### src/rtl/lsu_pkg.sv
// Shared definitions for the load/store unit: funct3 encodings, FSM states,
// access-size decode and the data-memory base address.
package lsu_pkg;

    localparam int unsigned XLEN = 32;
    localparam logic [XLEN-1:0] DATA_BASE = 32'h10010000;

    localparam logic [2:0] F3_B  = 3'b000;
    localparam logic [2:0] F3_H  = 3'b001;
    localparam logic [2:0] F3_W  = 3'b010;
    localparam logic [2:0] F3_BU = 3'b100;
    localparam logic [2:0] F3_HU = 3'b101;

    typedef enum logic [2:0] {
        IDLE,
        LOAD,
        STORE,
        RMW_RD,
        RMW_WR,
        DONE
    } lsuState_t;

    typedef enum logic [1:0] {
        SIZE_B,
        SIZE_H,
        SIZE_W
    } accessSize_t;

    // Reserved funct3 encodings fall through to a full word access.
    function automatic accessSize_t accessSize(input logic [2:0] funct3);
        case (funct3)
            F3_B, F3_BU: return SIZE_B;
            F3_H, F3_HU: return SIZE_H;
            default:     return SIZE_W;
        endcase
    endfunction

    function automatic logic isMisaligned(input logic [2:0] funct3, input logic [1:0] lane);
        case (accessSize(funct3))
            SIZE_B:  return 1'b0;
            SIZE_H:  return lane[0];
            default: return (lane != 2'b00);
        endcase
    endfunction

endpackage

### src/rtl/lsu_if.sv
// Core-side request/response bus of the load/store unit.
interface lsu_if;
    import lsu_pkg::*;

    logic            iReq;
    logic            iWrite;
    logic [2:0]      iFunct3;
    logic [XLEN-1:0] iAddress;
    logic [XLEN-1:0] iData;
    logic            oReady;
    logic            oDone;
    logic [XLEN-1:0] oData;
    logic            oFault;

    modport master (
        output iReq, iWrite, iFunct3, iAddress, iData,
        input  oReady, oDone, oData, oFault
    );

    modport slave (
        input  iReq, iWrite, iFunct3, iAddress, iData,
        output oReady, oDone, oData, oFault
    );

endinterface

### src/rtl/lsu_align.sv
// Lane steering: extracts/extends load data from a memory word and merges
// sub-word store data into a previously read word.
module lsu_align
    import lsu_pkg::*;
(
    input  logic [2:0]      funct3,
    input  logic [1:0]      lane,
    input  logic [XLEN-1:0] memWord,
    input  logic [XLEN-1:0] storeData,
    output logic [XLEN-1:0] loadData,
    output logic [XLEN-1:0] mergeData
);

    logic [7:0]  byteVal;
    logic [15:0] halfVal;

    always_comb begin
        byteVal   = memWord[{lane, 3'b000} +: 8];
        halfVal   = memWord[{lane[1], 4'b0000} +: 16];
        loadData  = memWord;
        mergeData = storeData;
        case (accessSize(funct3))
            SIZE_B: begin
                loadData = funct3[2] ? {24'h000000, byteVal} : {{24{byteVal[7]}}, byteVal};
                mergeData = memWord;
                mergeData[{lane, 3'b000} +: 8] = storeData[7:0];
            end
            SIZE_H: begin
                loadData = funct3[2] ? {16'h0000, halfVal} : {{16{halfVal[15]}}, halfVal};
                mergeData = memWord;
                mergeData[{lane[1], 4'b0000} +: 16] = storeData[15:0];
            end
            default: begin
                loadData  = memWord;
                mergeData = storeData;
            end
        endcase
    end

endmodule

### src/rtl/load_store_unit.sv
// RV32I load/store unit in front of a word-only data memory; sub-word stores
// use read-modify-write. Optional misalignment trap: LSU_MISALIGN_TRAP_EN.
module load_store_unit
    import lsu_pkg::*;
(
    input  logic            clock,
    input  logic            reset,
    lsu_if.slave            core,
    output logic            oMemRead,
    output logic            oMemWrite,
    output logic [XLEN-1:0] oMemAddress,
    output logic [XLEN-1:0] oMemData,
    input  logic [XLEN-1:0] iMemData
);

    lsuState_t       state;
    lsuState_t       nextState;
    logic            accept;
    logic            misaligned;

    logic [XLEN-1:0] addrQ;
    logic [2:0]      funct3Q;
    logic [XLEN-1:0] dataQ;
    logic            readyQ;
    logic            doneQ;
    logic            memReadQ;
    logic            memWriteQ;
    logic [XLEN-1:0] loadDataQ;
    logic [XLEN-1:0] memDataQ;
    logic [XLEN-1:0] loadData;
    logic [XLEN-1:0] mergeData;

    lsu_align align (
        .funct3    (funct3Q),
        .lane      (addrQ[1:0]),
        .memWord   (iMemData),
        .storeData (dataQ),
        .loadData  (loadData),
        .mergeData (mergeData)
    );

    always_ff @(posedge clock) begin
        if (reset) state <= IDLE;
        else       state <= nextState;
    end

    always_comb begin
        nextState  = state;
        accept     = 1'b0;
`ifdef LSU_MISALIGN_TRAP_EN
        misaligned = isMisaligned(core.iFunct3, core.iAddress[1:0]);
`else
        misaligned = 1'b0;
`endif
        case (state)
            IDLE: begin
                if (core.iReq) begin
                    accept = 1'b1;
                    if (misaligned)                            nextState = DONE;
                    else if (!core.iWrite)                     nextState = LOAD;
                    else if (accessSize(core.iFunct3) == SIZE_W) nextState = STORE;
                    else                                       nextState = RMW_RD;
                end
            end
            LOAD:    nextState = DONE;
            STORE:   nextState = DONE;
            RMW_RD:  nextState = RMW_WR;
            RMW_WR:  nextState = DONE;
            DONE:    nextState = IDLE;
            default: nextState = IDLE;
        endcase
    end

    // Strobes are registered from the next state so they line up with it.
    always_ff @(posedge clock) begin
        if (reset) begin
            addrQ     <= '0;
            funct3Q   <= '0;
            dataQ     <= '0;
            readyQ    <= 1'b1;
            doneQ     <= 1'b0;
            memReadQ  <= 1'b0;
            memWriteQ <= 1'b0;
            loadDataQ <= '0;
            memDataQ  <= '0;
        end else begin
            readyQ    <= (nextState == IDLE);
            doneQ     <= (nextState == DONE);
            memReadQ  <= (nextState == LOAD)  || (nextState == RMW_RD);
            memWriteQ <= (nextState == STORE) || (nextState == RMW_WR);
            if (accept) begin
                addrQ    <= core.iAddress;
                funct3Q  <= core.iFunct3;
                dataQ    <= core.iData;
                memDataQ <= core.iData;
            end
            if (state == LOAD)   loadDataQ <= loadData;
            if (state == RMW_RD) memDataQ  <= mergeData;
        end
    end

`ifdef LSU_MISALIGN_TRAP_EN
    logic faultQ;

    always_ff @(posedge clock) begin
        if (reset)       faultQ <= 1'b0;
        else if (accept) faultQ <= misaligned;
    end

    assign core.oFault = faultQ;
`else
    assign core.oFault = 1'b0;
`endif

    assign core.oReady  = readyQ;
    assign core.oDone   = doneQ;
    assign core.oData   = loadDataQ;
    assign oMemRead     = memReadQ;
    // A reset landing on a write cycle must not commit the write.
    assign oMemWrite    = memWriteQ & ~reset;
    assign oMemAddress  = {addrQ[XLEN-1:2], 2'b00};
    assign oMemData     = memDataQ;

endmodule

### src/flat_wrapper.sv
// flat-port wrapper written by rule: the top's interface ports become plain ports
module load_store_unit_flat import lsu_pkg::*;
  (clock, reset, oMemRead, oMemWrite, oMemAddress, oMemData, iMemData, core_iReq, core_iWrite, core_iFunct3, core_iAddress, core_iData, core_oReady, core_oDone, core_oData, core_oFault);
  lsu_if core_i ();
  input  logic clock;
  input  logic reset;
  output logic oMemRead;
  output logic oMemWrite;
  output logic [XLEN-1:0] oMemAddress;
  output logic [XLEN-1:0] oMemData;
  input  logic [XLEN-1:0] iMemData;
  input wire logic [$bits(core_i.iReq)-1:0] core_iReq;
  input wire logic [$bits(core_i.iWrite)-1:0] core_iWrite;
  input wire logic [$bits(core_i.iFunct3)-1:0] core_iFunct3;
  input wire logic [$bits(core_i.iAddress)-1:0] core_iAddress;
  input wire logic [$bits(core_i.iData)-1:0] core_iData;
  output wire logic [$bits(core_i.oReady)-1:0] core_oReady;
  output wire logic [$bits(core_i.oDone)-1:0] core_oDone;
  output wire logic [$bits(core_i.oData)-1:0] core_oData;
  output wire logic [$bits(core_i.oFault)-1:0] core_oFault;
  assign core_i.iReq = core_iReq;
  assign core_i.iWrite = core_iWrite;
  assign core_i.iFunct3 = core_iFunct3;
  assign core_i.iAddress = core_iAddress;
  assign core_i.iData = core_iData;
  assign core_oReady = core_i.oReady;
  assign core_oDone = core_i.oDone;
  assign core_oData = core_i.oData;
  assign core_oFault = core_i.oFault;
  load_store_unit u_core (.clock(clock), .reset(reset), .core(core_i), .oMemRead(oMemRead), .oMemWrite(oMemWrite), .oMemAddress(oMemAddress), .oMemData(oMemData), .iMemData(iMemData));
endmodule
### config.mk
export PLATFORM = sky130hd
export DESIGN_NAME = load_store_unit_flat
export DESIGN_NICKNAME = d
export VERILOG_FILES = /design/src/rtl/lsu_pkg.sv /design/src/rtl/lsu_if.sv /design/src/rtl/lsu_align.sv /design/src/rtl/load_store_unit.sv /design/src/flat_wrapper.sv
export SDC_FILE = /design/constraint.sdc
export NUM_CORES = 1
export LEC_CHECK = 0
export ABC_AREA = 1
export CAP_MARGIN = 20
export CORE_MARGIN = 8
export CORE_UTILIZATION = 51
export CTS_BUF_LIST = sky130_fd_sc_hd__clkbuf_8
export DETAILED_ROUTE_END_ITERATION = 6
export DONT_BUFFER_PORTS = 1
export HOLD_SLACK_MARGIN = 0.15
export PLACE_DENSITY = 0.66
export SYNTH_ARGS = -nofsm -noshare
export SYNTH_HDL_FRONTEND = slang
export SYNTH_SLANG_ARGS = --single-unit
### constraint.sdc
create_clock -name clock -period 4.1 [get_ports clock]
set_input_delay 0.82 -clock clock [delete_from_list [all_inputs] [get_ports clock]]
set_output_delay 0.82 -clock clock [all_outputs]
set_load 0.02 [all_outputs]
-- Word level (Yosys, flattened, before mapping)
Index checks and enable logic that the tools add are counted.
- bitwise operators: 2
- add/subtract/negate cells: 2
- multiplexer cells: 19
- reduce and logical (&&, ||, !) cells: 13
- equal/unequal tests: 17
- shift operators: 6
- operators by type and width (kind ; number):
    32-bit two-way mux ; 4
    32-bit case mux with 2 select lines ; 2
    32-bit bitwise mux ; 2
    16-bit by 7-bit variable shift with 32-bit output (first input constant) ; 1
    8-bit by 7-bit variable shift with 32-bit output (first input constant) ; 1
    16-bit by 7-bit variable part select with 32-bit output ; 1
    32-bit by 6-bit variable part select with 16-bit output ; 1
    32-bit by 6-bit variable part select with 8-bit output ; 1
    8-bit by 7-bit variable part select with 32-bit output ; 1
    3-bit equality test (second input constant) ; 7
    5-bit negation with 7-bit output ; 2
    3-bit by 1-bit equality test with 1-bit output (second input constant) ; 4
    3-bit by 2-bit equality test with 1-bit output (second input constant) ; 4
    3-bit zero test ; 4
    3-bit case mux with 3 select lines ; 1
    2-bit case mux with 2 select lines ; 2
    2-bit OR reduction ; 4
    2-bit two-way mux ; 3
    3-bit two-way mux ; 2
    1-bit two-way mux ; 3
    3-bit OR reduction ; 1
    2-bit by 1-bit equality test with 1-bit output (second input constant) ; 1
    2-bit equality test (second input constant) ; 1
    2-bit zero test ; 1
    4 further kinds ; 5
- bits of input ports: 103
- word-level logic and storage cells: 69
- flip-flop bits (word level): 138
- output and inout port bits: 101

-- Logic depth before layout (Yosys ltp)
- word-level depth: 13
- depth in mapped cells: 12

-- Modules after synthesis
Synthesis repeated with hierarchy kept, for this count alone.
- cells, all modules: 1199
- area, all modules: 7637.3 um2
- modules (own cells, without submodules) (module ; area an instance (um2) ; cells an instance ; sequential area each (um2) ; times used):
    load_store_unit ; 5688.0 ; 756 ; 2762.6 ; 1
    lsu_align ; 1949.4 ; 443 ; 0.0 ; 1

-- Worst setup path after synthesis
OpenSTA, ideal clock, no wires.
- path type: input to output
- start: input reset
- end: output oMemWrite
- data required time: 3280 ps
- path buffers: 2
- stages on the path: 3
- slack: 1805 ps
- arrival time: 1475 ps
- path through: buf_2 -> buf_1 -> nor2_1
- longest elaborated chain between the ends: 2
- RTL lines (what ; RTL line ; source):
    start, declared ; flat_wrapper.sv:6 ; input logic reset;
    1-bit inverter ; load_store_unit.sv:120 ; assign oMemWrite = memWriteQ & ~reset;
    1-bit AND ; load_store_unit.sv:120 ;
    end, declared ; flat_wrapper.sv:8 ; output logic oMemWrite;
Every way passes these cells.

-- Final worst setup path
- start: register u_core.addrQ[0]
- end: register u_core.memDataQ[0] (netlist: u_core.oMemData[0])
- longest elaborated chain between the ends: 5
- elaborated cells on any way between the ends: 6
- those cells by class: add/sub (1); shift (2); mux (3)
- RTL lines (what ; RTL line ; source):
    start, declared ; load_store_unit.sv:21 ; logic [XLEN-1:0] addrQ;
    start signal, assigned ; load_store_unit.sv:92 ; addrQ <= core.iAddress;
    5-bit negation with 7-bit output * ; lsu_align.sv:26 ; mergeData[{lane, 3'b000} +: 8] = storeData[7:0];
    8-bit by 7-bit variable part select with 32-bit output or 8-bit by 7-bit variable shift with 32-bit output (tied branches) ; lsu_align.sv:26 ;
    32-bit bitwise mux * ; lsu_align.sv:26 ;
    32-bit case mux with 2 select lines * ; lsu_align.sv:22 ; case (accessSize(funct3))
    32-bit two-way mux * ; load_store_unit.sv:98 ; if (state == RMW_RD) memDataQ <= mergeData;
    end signal, assigned ; load_store_unit.sv:95 ; memDataQ <= core.iData;
    end signal, assigned ; load_store_unit.sv:98 ;
    end, declared ; load_store_unit.sv:29 ; logic [XLEN-1:0] memDataQ;
Mark *: on every way between the ends. The rest lies on a longest branch, timed or not.
A chain may end at the register's enable or synchronous reset.

==> impl_metrics.env <==
export IMPL_swShare_pct=40.20
export IMPL_vias_per_cell=5.582
export IMPL_p_leak_nw=3.241
export IMPL_synthTopCellsByArea="dfxtp_1 39%, nand2_1 15%, a21oi_1 10%, nor2_1 7.2%, o21ai_0 7.1%"
export IMPL_worstSkewPairLatency_ns=0.47
export IMPL_synth_top_area_share_pct=38.53
export IMPL_synth_edff_count=0
export IMPL_synthMuxAreaShare_pct=0
export IMPL_io_buffers=0
export IMPL_nets=1126
export IMPL_async_flop_share_pct=0
export IMPL_worstRegToRegCells=9
export IMPL_die_area_sq_um=18110
export IMPL_setup_viol=0
export IMPL_synth_simple_area_share_pct=27.17
export IMPL_wl_per_cell_microns=18.69
export IMPL_synth_cells=1091
export IMPL_clk_pin_slew_ns=0.09
export IMPL_p_per_area_nw_per_um2=574.7
export IMPL_grt_pass1_wl_mm=34.76
export IMPL_gp_congestion=0.9815
export IMPL_worst_setup_path_start_kind="register"
export IMPL_die_height_microns=134.6
export IMPL_grt_max_degree=64
export IMPL_coreArea_sq_um=13830
export IMPL_cts_setup_buffers=0
export IMPL_fin_crit_sh_pct=60.16
export IMPL_die_w_microns=134.6
export IMPL_clock_power_share_pct=28.6
export IMPL_syn_area_sq_um=7169
export IMPL_drtAntennaViolNets=0
export IMPL_maxSlewViolCount=0
export IMPL_pwr_share_comb_pct=24.2
export IMPL_cap_violations=0
export IMPL_antenna_found_initial=1
export IMPL_period_needed_ns=2.467
export IMPL_worstPathArrival_ns=2.86
export IMPL_grt_overflow=0
export IMPL_whs_endpoint="u_core.dataQ[30]"
export IMPL_power_switching_mw=1.690
export IMPL_initial_core_util_pct=51.85
export IMPL_r2r_start="u_core.addrQ[0]"
export IMPL_synthXorXnorAreaFrac_pct=0
export IMPL_cts_buffers_inserted=17
export IMPL_root_buffer="clkbuf_8"
export IMPL_grtUsageTotal_pct=24.46
export IMPL_holdCritStartpoint="reset"
export IMPL_synth_area_leader_cell="dfxtp_1"
export IMPL_slowest_delay_ns=0.65
export IMPL_hold_path_depth=1
export IMPL_fmax_mhz=405.4
export IMPL_grt_pass1_vias=6243
export IMPL_vdd_drop_max_v=0.0002458
export IMPL_layout_area_overhead_vs_synth_pct=2.059
export IMPL_cts_resized=0
export IMPL_synthDistinctLibCells=29
export IMPL_dr_pass1_iters=5
export IMPL_cp_slowest_cell="dfxtp_1"
export IMPL_drive_gt1_share_pct=6.790
export IMPL_synth_adder_area_share_pct=0.8726
export IMPL_drcViolationCount=0
export IMPL_dp_hpwl_mm=16.29
export IMPL_vias=6765
export IMPL_synth_compound_area_share_pct=21.20
export IMPL_design_area_sq_um=7317
export IMPL_synth_commonest_cells="289 x nand2_1, 145 x a21oi_1, 138 x dfxtp_1, 138 x nor2_1, 102 x o21ai_0"
export IMPL_drt_total_wl_mm=22.65
export IMPL_crit_path_end_kind="register"
export IMPL_maxSlewHeadroom_pct=41.53
export IMPL_crit_start="u_core.addrQ[0]"
export IMPL_synth_seq_cells=138
export IMPL_hp_class="in -> reg"
export IMPL_syn_area_per_cell_sq_um=6.571
export IMPL_r2r_slack_ns=1.63
export IMPL_grt_setup_unrepaired="false"
export IMPL_hold_viol_final=0
export IMPL_worst_pin_slew_ns=0.8761
export IMPL_htree_levels=4
export IMPL_drt_iter0_drc=668
export IMPL_p_int_mw=2.514
export IMPL_seqPwrFrac_pct=47.2
export IMPL_dpl_cell_area_sq_um=6888
export IMPL_cts_sinks=138
export IMPL_synth_most_common_cell="nand2_1"
export IMPL_synth_ff_type="dfxtp_1"
export IMPL_cp_cell_sequence="inv_1, ha_1, inv_1, nand3_1, nor2_1, nand2_1, o21ai_0, nand2_1, a21oi_1"
export IMPL_yosysWarnings=0
export IMPL_whs_ns=0.4268
export IMPL_num_io_pins=204
export IMPL_fin_setup_tns_ns=0
export IMPL_crit_fanout=13
export IMPL_rows=43
export IMPL_required_ns=4.49
export IMPL_cts_tree="done"
export IMPL_status="finished clean"
export IMPL_seq_area_frac_synth_pct=38.53
export IMPL_synth_top_family_by_area="simple AND/OR/NAND/NOR gates"
export IMPL_clk_path_buf_depth=2
export IMPL_postCtsHoldBufs=0
export IMPL_worstReg2RegEnd="u_core.oMemData[0]"
export IMPL_worstSetupPathType="reg -> reg"
export IMPL_fin_skew_ns=0.01247
-- worst max path at each step --
stage          cells after the start                  to
2_1_floorplan                      3           oMemWrite
3_3_place_gp                       9  u_core.oMemData[0]
3_5_place_dp                       9  u_core.oMemData[3]
4_1_cts                            9  u_core.oMemData[0]
5_1_grt                            9  u_core.oMemData[6]
6_report                           9  u_core.oMemData[0]
-- area by class of cell --
type,instances,area [sq um]
Tap cell,180,225.2
Sequential cell,138,2764
Multi-Input combinational cell,778,3542
Inverter,75,284.0
Fill cell,1469,6510
Antenna cell,1,2.502
Clock buffer,19,261.5
Timing Repair Buffer,8,72.57
Clock inverter,13,165.2
-- power groups by stage --
| stage | sequential [mW] | clock [mW] | combinational [mW] |
|---|---|---|---|
| 2_1_floorplan | 1.85 | 0 | 1.01 |
| 3_3_place_gp | 2.02 | 0 | 1.00 |
| 3_5_place_dp | 2.02 | 0 | 1.01 |
| 4_1_cts | 1.99 | 1.21 | 1.01 |
| 5_1_grt | 2.01 | 1.28 | 1.17 |
| 6_report | 1.98 | 1.20 | 1.02 |
-- critical path, delay by kind of cell, from the launching register on --
family	cells	cell delay (ns)
compound gates	2	0.23
buf+inv	2	0.37
simple gates	4	0.76
flops	1	0.65
fa+ha+maj	1	0.38
-- routing by layer --
layer  up-vias  track usage (%)  wire length (microns)
li1       3360                -                      -
met1      3040            30.77                   9506
met2       315            36.04                   9851
met3        50            9.844                   2568
met4         0            10.73                    723
met5         -                0                      0
-- cells by family after synthesis --
group,Yosys count
flops,138
fa+ha+maj,5
compound gates,285
simple gates,485
buf+inv,177
other cells,1
-- stage by stage --
stage	setup slack (ns)	power (mW)	util (%)	std cells
after global placement	1.778	3.016	49.81	1179
after floorplan	1.805	2.864	-	1093
after detailed placement	1.732	3.024	49.81	1179
final	1.633	4.205	52.92	1212
after global routing	1.436	4.458	52.92	1212
after CTS	1.711	4.213	52.90	1211
-- layout by cell type, fill, tap and decap left out, drive strengths merged, types with 8 or more instances in the layout --
cell    netlist  routed
a21oi       156     156
dfxtp       138     138
o22ai        17      17
nand2       296     296
o21ai       103     103
nand4         9       9
inv          75      79
nand3        37      37
buf          69       8
clkbuf       33      19
nor2        143     143
-- sequential cells by signal, summed over array words and instances (netlist names), 3 cells and up --
signal,cells
u_core.addrQ,32
u_core.core.oData,32
u_core.oMemData,32
u_core.state,3
u_core.funct3Q,3
u_core.dataQ,32
Note: power is estimated with default switching activity, not from simulation.
